File: config.mk
export PLATFORM = sky130hd
export DESIGN_NAME = tile_dispatcher
export DESIGN_NICKNAME = d
export VERILOG_FILES = /design/src/rtl/calc_pkg.sv /design/src/rtl/tile_lfsr.sv /design/src/rtl/tile_dispatcher.sv
export SDC_FILE = /design/constraint.sdc
export NUM_CORES = 1
export LEC_CHECK = 0
export ABC_AREA = 1
export BUFFER_PORTS_ARGS = -buffer_cell sky130_fd_sc_hd__buf_2
export CAP_MARGIN = 5
export CORE_ASPECT_RATIO = 2
export CORE_MARGIN = 3
export CORE_UTILIZATION = 55
export DETAILED_ROUTE_END_ITERATION = 16
export GPL_TIMING_DRIVEN = 0
export PLACE_DENSITY = 0.76
export SLEW_MARGIN = 25
export SYNTH_ARGS = -nofsm -noshare
export SYNTH_HDL_FRONTEND = slang
export SYNTH_SLANG_ARGS = --single-unit
File: constraint.sdc
create_clock -name clk -period 13.2 [get_ports clk]
set_clock_uncertainty 0.05 [all_clocks]
set_input_delay 1.32 -clock clk [delete_from_list [all_inputs] [get_ports clk]]
set_output_delay 1.32 -clock clk [all_outputs]
set_load 0.02 [all_outputs]
File: src/rtl/calc_pkg.sv
// Shared definitions for the tile dispatcher and the placement calculator:
// tile codes, FSM states and the tile footprint lookup.
package calc_pkg;

    localparam logic [3:0] TILE_I        = 4'd0;
    localparam logic [3:0] TILE_O        = 4'd1;
    localparam int unsigned NO_PROPER_POS = 11;
    localparam int unsigned HEIGHT_W      = 5;

    typedef enum logic [2:0] {
        S_IDLE,
        S_ISSUE,
        S_WAIT,
        S_CHECK,
        S_PLACE,
        S_OVER
    } state_t;

    typedef struct packed {
        logic [2:0] width;
        logic [2:0] height;
    } footprint_t;

    // Odd rotations stand the I-bar upright; the square is rotation-invariant.
    function automatic footprint_t footprint(input logic [3:0] tile, input logic [1:0] rot);
        footprint_t fp;
        if (tile == TILE_I) begin
            fp.width  = rot[0] ? 3'd1 : 3'd4;
            fp.height = rot[0] ? 3'd4 : 3'd1;
        end else begin
            fp.width  = 3'd2;
            fp.height = 3'd2;
        end
        return fp;
    endfunction

endpackage

File: src/rtl/tile_lfsr.sv
// 4-bit Fibonacci LFSR (x^4 + x^3 + 1) that picks the next tile.
// Only bit 0 is exposed since it alone selects the tile code.
module tile_lfsr #(
    parameter logic [3:0] SEED = 4'b1001
) (
    input  logic i_clk,
    input  logic i_rst,
    input  logic i_adv,
    output logic o_bit
);

    logic [3:0] r_q;

    always_ff @(posedge i_clk) begin
        if (i_rst) begin
            r_q <= SEED;
        end else if (i_adv) begin
            r_q <= {r_q[2:0], r_q[3] ^ r_q[2]};
        end
    end

    assign o_bit = r_q[0];

endmodule

File: src/rtl/tile_dispatcher.sv
// Game-side driver: requests a placement per tile, validates the answer and
// commits it to the column height map, tracking errors and game-over.
module tile_dispatcher
    import calc_pkg::*;
#(
    parameter int unsigned COLS    = 10,
    parameter int unsigned MAX_H   = 16,
    parameter int unsigned TIMEOUT = 16,
    parameter logic [3:0]  SEED    = 4'b1001
) (
    input  logic                clk,
    input  logic                rst,
    input  logic                run,
    output logic                req_to_client,
    output logic [3:0]          cur_block,
    input  logic                resp_from_client,
    input  logic [3:0]          opt_col,
    input  logic [1:0]          opt_rotation,
    output logic                busy,
    output logic                game_over,
    output logic [15:0]         tiles_placed,
    output logic [7:0]          err_count,
    output logic [HEIGHT_W-1:0] max_height
);

    localparam int unsigned CNT_W = $clog2(TIMEOUT + 1);
    localparam int unsigned IDX_W = (COLS > 1) ? $clog2(COLS) : 1;

    state_t              r_state, w_next;
    logic                w_lfsr_adv, w_lfsr_bit;
    logic [3:0]          r_cur_block;
    logic [3:0]          r_col;
    logic [1:0]          r_rot;
    logic                r_err;
    logic [CNT_W-1:0]    r_wait_cnt;
    logic [HEIGHT_W-1:0] r_heights [COLS];
    logic                r_game_over;
    logic [15:0]         r_tiles;
    logic [7:0]          r_err_cnt;
    logic [HEIGHT_W-1:0] r_max_h;

    footprint_t          w_fp;
    logic [4:0]          w_lo, w_hi;
    logic [COLS-1:0]     w_cover;
    logic                w_illegal, w_timeout, w_overflow;
    logic [HEIGHT_W-1:0] w_base;
    logic [5:0]          w_top;

    tile_lfsr #(.SEED(SEED)) u_lfsr (
        .i_clk (clk),
        .i_rst (rst),
        .i_adv (w_lfsr_adv),
        .o_bit (w_lfsr_bit)
    );

    // Footprint bounds serve CHECK (legality) and PLACE (covered columns).
    always_comb begin
        w_fp      = footprint(r_cur_block, r_rot);
        w_lo      = {1'b0, r_col};
        w_hi      = w_lo + {2'b00, w_fp.width};
        w_illegal = w_hi > 5'(COLS);
        w_cover   = '0;
        w_base    = '0;
        for (int unsigned c = 0; c < COLS; c++) begin
            w_cover[IDX_W'(c)] = (5'(c) >= w_lo) && (5'(c) < w_hi);
            if (w_cover[IDX_W'(c)] && (r_heights[IDX_W'(c)] > w_base)) begin
                w_base = r_heights[IDX_W'(c)];
            end
        end
        w_top      = {1'b0, w_base} + {3'b000, w_fp.height};
        w_overflow = w_top > 6'(MAX_H);
        w_timeout  = r_wait_cnt == CNT_W'(TIMEOUT);
    end

    always_ff @(posedge clk) begin
        if (rst) begin
            r_state <= S_IDLE;
        end else begin
            r_state <= w_next;
        end
    end

    always_comb begin
        w_next        = r_state;
        w_lfsr_adv    = 1'b0;
        req_to_client = 1'b0;
        busy          = 1'b1;
        case (r_state)
            S_IDLE: begin
                busy = 1'b0;
                if (run) w_next = S_ISSUE;
            end
            S_ISSUE: begin
                req_to_client = 1'b1;
                w_lfsr_adv    = 1'b1;
                w_next        = S_WAIT;
            end
            S_WAIT: begin
                if (resp_from_client || w_timeout) w_next = S_CHECK;
            end
            S_CHECK: w_next = S_PLACE;
            S_PLACE: begin
                if (w_overflow)  w_next = S_OVER;
                else if (run)    w_next = S_ISSUE;
                else             w_next = S_IDLE;
            end
            S_OVER: busy = 1'b0;
            default: w_next = S_IDLE;
        endcase
    end

    always_ff @(posedge clk) begin
        if (rst) begin
            r_cur_block <= '0;
            r_col       <= '0;
            r_rot       <= '0;
            r_err       <= 1'b0;
            r_wait_cnt  <= '0;
            r_game_over <= 1'b0;
            r_tiles     <= '0;
            r_err_cnt   <= '0;
            r_max_h     <= '0;
            for (int unsigned c = 0; c < COLS; c++) r_heights[IDX_W'(c)] <= '0;
        end else begin
            case (r_state)
                S_ISSUE: begin
                    r_cur_block <= w_lfsr_bit ? TILE_O : TILE_I;
                    r_wait_cnt  <= CNT_W'(1);
                    r_err       <= 1'b0;
                end
                S_WAIT: begin
                    // A response in the timeout cycle takes priority over the fallback.
                    if (resp_from_client) begin
                        r_col <= opt_col;
                        r_rot <= opt_rotation;
                    end else if (w_timeout) begin
                        r_col <= '0;
                        r_rot <= '0;
                        r_err <= 1'b1;
                    end else begin
                        r_wait_cnt <= r_wait_cnt + CNT_W'(1);
                    end
                end
                S_CHECK: begin
                    if (w_illegal) begin
                        r_col <= '0;
                        r_rot <= '0;
                    end
                    if ((r_err || w_illegal) && (r_err_cnt != '1)) begin
                        r_err_cnt <= r_err_cnt + 8'd1;
                    end
                end
                S_PLACE: begin
                    if (w_overflow) begin
                        r_game_over <= 1'b1;
                    end else begin
                        for (int unsigned c = 0; c < COLS; c++) begin
                            if (w_cover[IDX_W'(c)]) r_heights[IDX_W'(c)] <= w_top[HEIGHT_W-1:0];
                        end
                        r_tiles <= r_tiles + 16'd1;
                        if (w_top[HEIGHT_W-1:0] > r_max_h) r_max_h <= w_top[HEIGHT_W-1:0];
                    end
                end
                default: ;
            endcase
        end
    end

    assign cur_block    = (r_state == S_ISSUE) ? (w_lfsr_bit ? TILE_O : TILE_I) : r_cur_block;
    assign game_over    = r_game_over;
    assign tiles_placed = r_tiles;
    assign err_count    = r_err_cnt;
    assign max_height   = r_max_h;

endmodule

Word-level counts from Yosys, hierarchy flattened
Memories as Yosys holds them, arrays and structs flattened.
Index checks and enable logic that the tools add are counted.
{"block": "word_totals", "wordCells": 211, "mem_count": 1, "ram_bits": 50, "ff_bits": 52, "input_bits": 10, "output_inout_bits": 36}
{"name": "r_heights", "words": 10, "word_bits": 5, "read_ports": 10, "rd_ports_with_merged_regs": 0, "wr": 10, "line": "tile_dispatcher.sv:36", "text": "logic [HEIGHT_W-1:0] r_heights [COLS];"}
{"block": "op_classes", "reduce_logical": 36, "eq_ne": 14, "order_cmp": 33, "bitwise": 13, "add_sub_neg": 5, "n_mux": 98}
{"operator": "$mux W5", "count": 22}
{"operator": "$mux W1", "count": 61}
{"operator": "$gt A5 B5 Y1", "count": 10}
{"operator": "$logic_and A1 B1 Y1", "count": 21}
{"operator": "$lt A3 B5 Y1 const A", "count": 4}
{"operator": "$pmux W3 S6", "count": 1}
{"operator": "$add A16 B1 Y16 const B", "count": 1}
{"operator": "$ge A3 B4 Y1 const A", "count": 4}
{"operator": "$mux W4", "count": 4}
{"operator": "$mux W3", "count": 5}
{"operator": "$reduce_and A3 Y1", "count": 5}
{"operator": "$ne A2 B2 Y1 const B", "count": 6}
{"operator": "$lt A1 B5 Y1 const A", "count": 2}
{"operator": "$lt A2 B5 Y1 const A", "count": 2}
{"operator": "$lt A4 B5 Y1 const A", "count": 2}
{"operator": "$or A1 B1 Y1", "count": 10}
{"operator": "$pmux W5 S2", "count": 1}
{"operator": "$add A8 B1 Y8 const B", "count": 1}
{"operator": "$ge A1 B4 Y1 const A", "count": 2}
{"operator": "$ge A2 B4 Y1 const A", "count": 2}
{"operator": "$ge A4 B4 Y1 const A", "count": 2}
{"operator": "$ne A8 B8 Y1 const B", "count": 1}
{"operator": "$pmux W4 S2", "count": 1}
{"operator": "$add A5 B3 Y6", "count": 1}
{"operator": "20 further kinds", "count": 28}

Longest topological paths before layout
{"block": "logic_depth", "ltp_word": 41, "mapped_depth": 112, "depth_no_buf": 111}

Modules after synthesis
From an unflattened synthesis, not the netlist that was laid out.
{"block": "hier_totals", "hier_cells": 1011, "area_unflattened_um2": 7317.0}
{"module": "tile_dispatcher", "cells_per_inst": 989, "seq_area_each_um2": 2462.4, "area_each_um2": 7159.4, "instances": 1}
{"module": "tile_lfsr", "cells_per_inst": 22, "seq_area_each_um2": 80.1, "area_each_um2": 157.7, "instances": 1}

Least setup slack after synthesis
No wires, ideal clock.
{"block": "synth_timing", "path_kind": "reg2reg", "startpoint": "reg r_cur_block[0]", "endpoint": "reg r_max_h[0] (netlist: max_height[0])", "required_ns": 13.035, "path_stages_with_launch": 99, "n_path_buf": 1, "setup_slack_ns": -0.548, "arrival_ns": 13.583, "path_cell_list": "dfxtp_1 > nor4_1 > inv_1 > nor2_1 > ha_1 > inv_1 > fa_1 > nand3_1 > nor2_4 > nand4_2 > nand2_1 > inv_1 > nand3_1 > inv_1 > ha_1 > nor3b_1 > nor2_4 > nand3_4 > (+63 left out) > a31oi_1 > nand2_1 > nand2_1 > o21ai_0 > ha_1 > inv_1 > fa_1 > o21bai_1 > nand3_1 > nand2_2 > nand2_4 > ha_1 > nand2_1 > nor3_1 > a2bb2oi_1 > nand4_2 > nor2_1 > nor2_1"}
{"block": "synth_between", "elab_chain_len": 38, "elab_cells_between_ends": 57}
{"element": "start: declaration", "line": "tile_dispatcher.sv:31", "text": "logic [3:0] r_cur_block;"}
{"element": "start signal: assignment", "line": "tile_dispatcher.sv:127", "text": "r_cur_block <= w_lfsr_bit ? TILE_O : TILE_I;"}
{"element": "$logic_not A4 Y1 (*)", "line": "calc_pkg.sv:27", "text": "if (tile == TILE_I) begin"}
{"element": "$mux W6 (*)", "line": "calc_pkg.sv:27"}
{"element": "$add A4 B3 Y5", "line": "tile_dispatcher.sv:60", "text": "w_hi = w_lo + {2'b00, w_fp.width};"}
{"element": "$lt A1 B5 Y1", "line": "tile_dispatcher.sv:65", "text": "w_cover[IDX_W'(c)] = (5'(c) >= w_lo) && (5'(c) < w_hi);"}
{"element": "$logic_and A1 B1 Y1", "line": "tile_dispatcher.sv:65"}
{"element": "$logic_and A1 B1 Y1", "line": "tile_dispatcher.sv:66", "text": "if (w_cover[IDX_W'(c)] && (r_heights[IDX_W'(c)] > w_base)) begin"}
{"element": "$mux W5", "line": "tile_dispatcher.sv:66"}
{"element": "$gt A5 B5 Y1", "line": "tile_dispatcher.sv:66"}
{"element": "(+23 left out)"}
{"element": "$gt A5 B5 Y1", "line": "tile_dispatcher.sv:66"}
{"element": "$logic_and A1 B1 Y1", "line": "tile_dispatcher.sv:66"}
{"element": "$mux W5", "line": "tile_dispatcher.sv:66"}
{"element": "$add A5 B3 Y6 (*)", "line": "tile_dispatcher.sv:70", "text": "w_top = {1'b0, w_base} + {3'b000, w_fp.height};"}
{"element": "via w_top[4]", "line": "tile_dispatcher.sv:47", "text": "logic [5:0] w_top;"}
{"element": "$gt A6 B5 Y1", "line": "tile_dispatcher.sv:71", "text": "w_overflow = w_top > 6'(MAX_H);"}
{"element": "$not A1 Y1 (no line)"}
{"element": "$reduce_and A3 Y1 (no line) (*)"}
{"element": "end signal: assignment", "line": "tile_dispatcher.sv:161", "text": "if (w_top[HEIGHT_W-1:0] > r_max_h) r_max_h <= w_top[HEIGHT_W-1:0];"}
{"element": "end: declaration", "line": "tile_dispatcher.sv:40", "text": "logic [HEIGHT_W-1:0] r_max_h;"}
Mark *: on every way through the listed nets, which the timed path passes. The rest lies on a longest branch.
A chain may end at the register's enable or synchronous reset.

Worst setup path in the final report
{"block": "layout_timing", "startpoint": "reg r_cur_block[3]", "endpoint": "reg r_max_h[0] (netlist: max_height[0])"}
The elaborated chain is that of the path after synthesis.

==> metrics.csv <==
stage,metric,value,unit
clock_network,clock tree sinks,102,
global_route,first-pass GRT wire length,32900,microns
synth,top cell type's share of synthesized area,0.204,
placement,PortBufs,43,
drt,DRT iter0 DRCs,696,
drt,drt first pass iters,5,
clock_network,CTS root buf,clkbuf_16,
synth,synth cell count leaders,"nand2_1, inv_1, nor2_1, nand3_1, dfxtp_1",
drt,Vias,7852,
worst_setup_path,Setup CP Type,register to register,
clock_network,Worst-Skew Late Latency,0.35,ns
clock_network,clk buf depth,2,
worst_setup_path,Crit-path slowest cell,fa_2,
floorplan,core region area,13100,sq um
floorplan,Die Wd,87.7,microns
status,status,finished with violations,
worst_setup_path,R2R depth,104,
worst_setup_path,worst flop-to-flop path endpoint,max_height[0],
synth,cell count after synthesis,1007,
timing,Fmax,71.3,MHz
synth,Mapped Nets,1061,
worst_setup_path,Critical Path RT,13.38,ns
timing,Fin Hold WS,0.421,ns
clock_network,TritonCTS clock tree,yes,
worst_setup_path,Critical Path AT,14.22,ns
global_route,largest net degree at the start of global routing,17,
drt,DR vias/cell,6.07,
clock_network,cts bufs inserted,9,
floorplan,initial core utilization,0.562,
synth,cell taking the most area after synthesis,edfxtp_1,
drt,DRT Wirelength,24400,microns
synth,#FFs+latches synth,102,
synth,Mean Syn Cell Area,7.29,sq um
timing,RSZ-0062 raised after global routing,yes,
placement,DP Worst Slack,-2.53,ns
worst_setup_path,R2R Setup Slk,-0.83,ns
job,MaxCap Viol Count,0,
final_layout,layout cells sized above 1,0.355,
timing,min cycle time layout,14.03,ns
placement,GP Congestion,0.913,
worst_setup_path,"critical path fanouts, max",6,
placement,HPWL Detailed,14200,microns
clock_network,"Clk pin slew, worst setup/hold paths",0.07,ns
floorplan,IO Count,46,
synth,number of synthesized flops with an enable pin,50,
final_layout,area occupied by multi-input gates,5330,sq um
worst_setup_path,crit end category,register,
drt,DR WL/cell,18.8,microns
drt,drt drc,0,
floorplan,Rows,59,
global_route,total congestion overflow,0,
synth,register area share after synthesis,0.346,
floorplan,Die ar.,14900,sq um
timing,final period utilization,1.06,
clock_network,htree depth,3,
worst_setup_path,CP peak stage delay,0.56,ns
synth,most frequent cell after synthesis,nand2_1,
timing,Max-slew headroom,0.360,
worst_setup_path,reg2reg start,r_cur_block[3],
synth,ranking of synthesized cells by area,"edfxtp_1, dfxtp_1, nand2_1",
timing,Final setup violation count,124,
final_layout,area delta synth->final,35.1,%
synth,Synth cell types,47,
global_route,vias in the first global route,7405,
synth,post-synthesis cell area,7350,sq um
final_layout,nets@finish,1191,
hold_path,worst min path class,register to register,
worst_setup_path,CP most frequent cell,nand2_4,
worst_setup_path,CP startpoint,r_cur_block[3],
status,failing checks,negative setup slack,
floorplan,Die Height,169,microns
timing,Worst Tran Pin Value,0.957,ns
synth,fraction of registers with async set/reset,0,
drt,Post-DRT Antenna Nets,0,
hold_path,WHS Path Cells,2,
timing,Fin. Hold Viols,0,
timing,fin. max-slew vios,0,
global_route,global-route usage over all layers,0.279,
final_layout,ANT cells,0,
hold_path,min-delay src,u_lfsr.r_q[1],
final_layout,FF/Latch Area,2540,sq um
final_layout,Fillers,830,
worst_setup_path,startpoint types,register,
global_route,initial antenna violation count,0,
synth,Most used DFF post-synth,dfxtp_1,
hold_path,worst hold endpoint,u_lfsr.r_q[1],
timing,setup slack after layout,-0.835,ns
synth,YS warnings,0,
[final cells by class]
class | instances | share of cell area
clock buffer | 13 | 0.0252
multi-input combinational | 730 | 0.537
inverter | 159 | 0.0615
clock inverter | 3 | 0.00214
sequential | 102 | 0.256
tap | 152 | 0.0192
buffer | 18 | 0.0142
timing repair buffer | 117 | 0.0839
[state kept, by name, summed over array words and instances, names as in the netlist]
name,flops
r_heights,50
tiles_placed,16
err_count,8
max_height,5
r_wait_cnt,5
r_col,4
r_cur_block,4
u_lfsr.r_q,4
r_state,3
game_over,1
r_err,1
r_rot,1
[worst max path at each step]
stage / endpoint / depth (start not counted)
6_report: max_height[0] / 104
5_1_grt: max_height[0] / 96
4_1_cts: max_height[4] / 99
3_5_place_dp: r_heights[8][4] / 97
3_3_place_gp: r_heights[8][3] / 97
2_1_floorplan: max_height[0] / 101
[stage by stage]
stage	area [sq um]	instances	TNS [ns]	util
finish	9920	1294	-77.40	0.759
global route	9920	1294	-155.78	0.759
CTS	9100	1275	-17.40	0.697
detailed placement	7790	1202	-266.84	0.596
global placement	7790	1202	-227.02	0.596
floorplan	7380	1007	0	-
[kinds of logic (layout without fill, tap and decap cells)]
family / after synthesis / after routing / synth area share
simple gates: 554 / 556 / 0.374
buf+inv: 177 / 310 / 0.0962
compound gates: 114 / 114 / 0.0872
flops: 102 / 102 / 0.346
fa+ha+maj: 44 / 44 / 0.0770
xor+xnor: 16 / 16 / 0.0191
[worst max-delay path, delay by kind of cell (launching register included)]
family                   cells  cell delay (ns)
AO/OA/AOI/OAI               18             2.54
adder cells (fa/ha/maj)     14             3.95
buffers and inverters       15             1.38
flip-flops                   1             0.33
AND/OR/NAND/NOR             57             5.61
[metal layers]
| layer | share of wire | track usage | vias to the layer above | wire [microns] |
|---|---|---|---|---|
| li1 | - | - | 3593 | - |
| met3 | 0.057 | 0.0316 | 176 | 1400 |
| met5 | 0 | 0 | - | 0 |
| met2 | 0.54 | 0.540 | 458 | 13100 |
| met1 | 0.33 | 0.261 | 3625 | 7920 |
| met4 | 0.081 | 0.180 | 0 | 1980 |
[timing repair]
item,4_1_cts,5_1_grt
resized for setup,157,150
endpoints found under the setup margin,124,124
cloned,3,0
hold buffers,0,0
buffers inserted,54,19
pin swaps,82,97
[layout by cell type, fill, tap and decap left out, drive strengths merged]
cell type	synthesis	final
nand2	239	240
inv	155	156
buf	8	125
nor2	123	123
nand3	121	121
dfxtp	52	52
edfxtp	50	50
a21oi	46	46
ha	42	42
o21ai	42	42
nand4	25	26
nor3	23	23
clkbuf	9	22
xor2	12	12
a31oi	9	9
nor4	9	9
o21bai	7	7
or2	6	6
nand3b	5	5
clkinv	4	5
a211oi	4	4
xnor2	4	4
a221oi	2	2
fa	2	2
nor3b	2	2
o21a	1	1
and2	1	1
dlygate4sd2	0	1
a2bb2oi	1	1
o41ai	1	1
a21o	1	1
clkinvlp	0	1
Power is left out: the tool's default activity adds up to more than one toggle a clock period on the data nets, which glitch-free logic cannot reach.
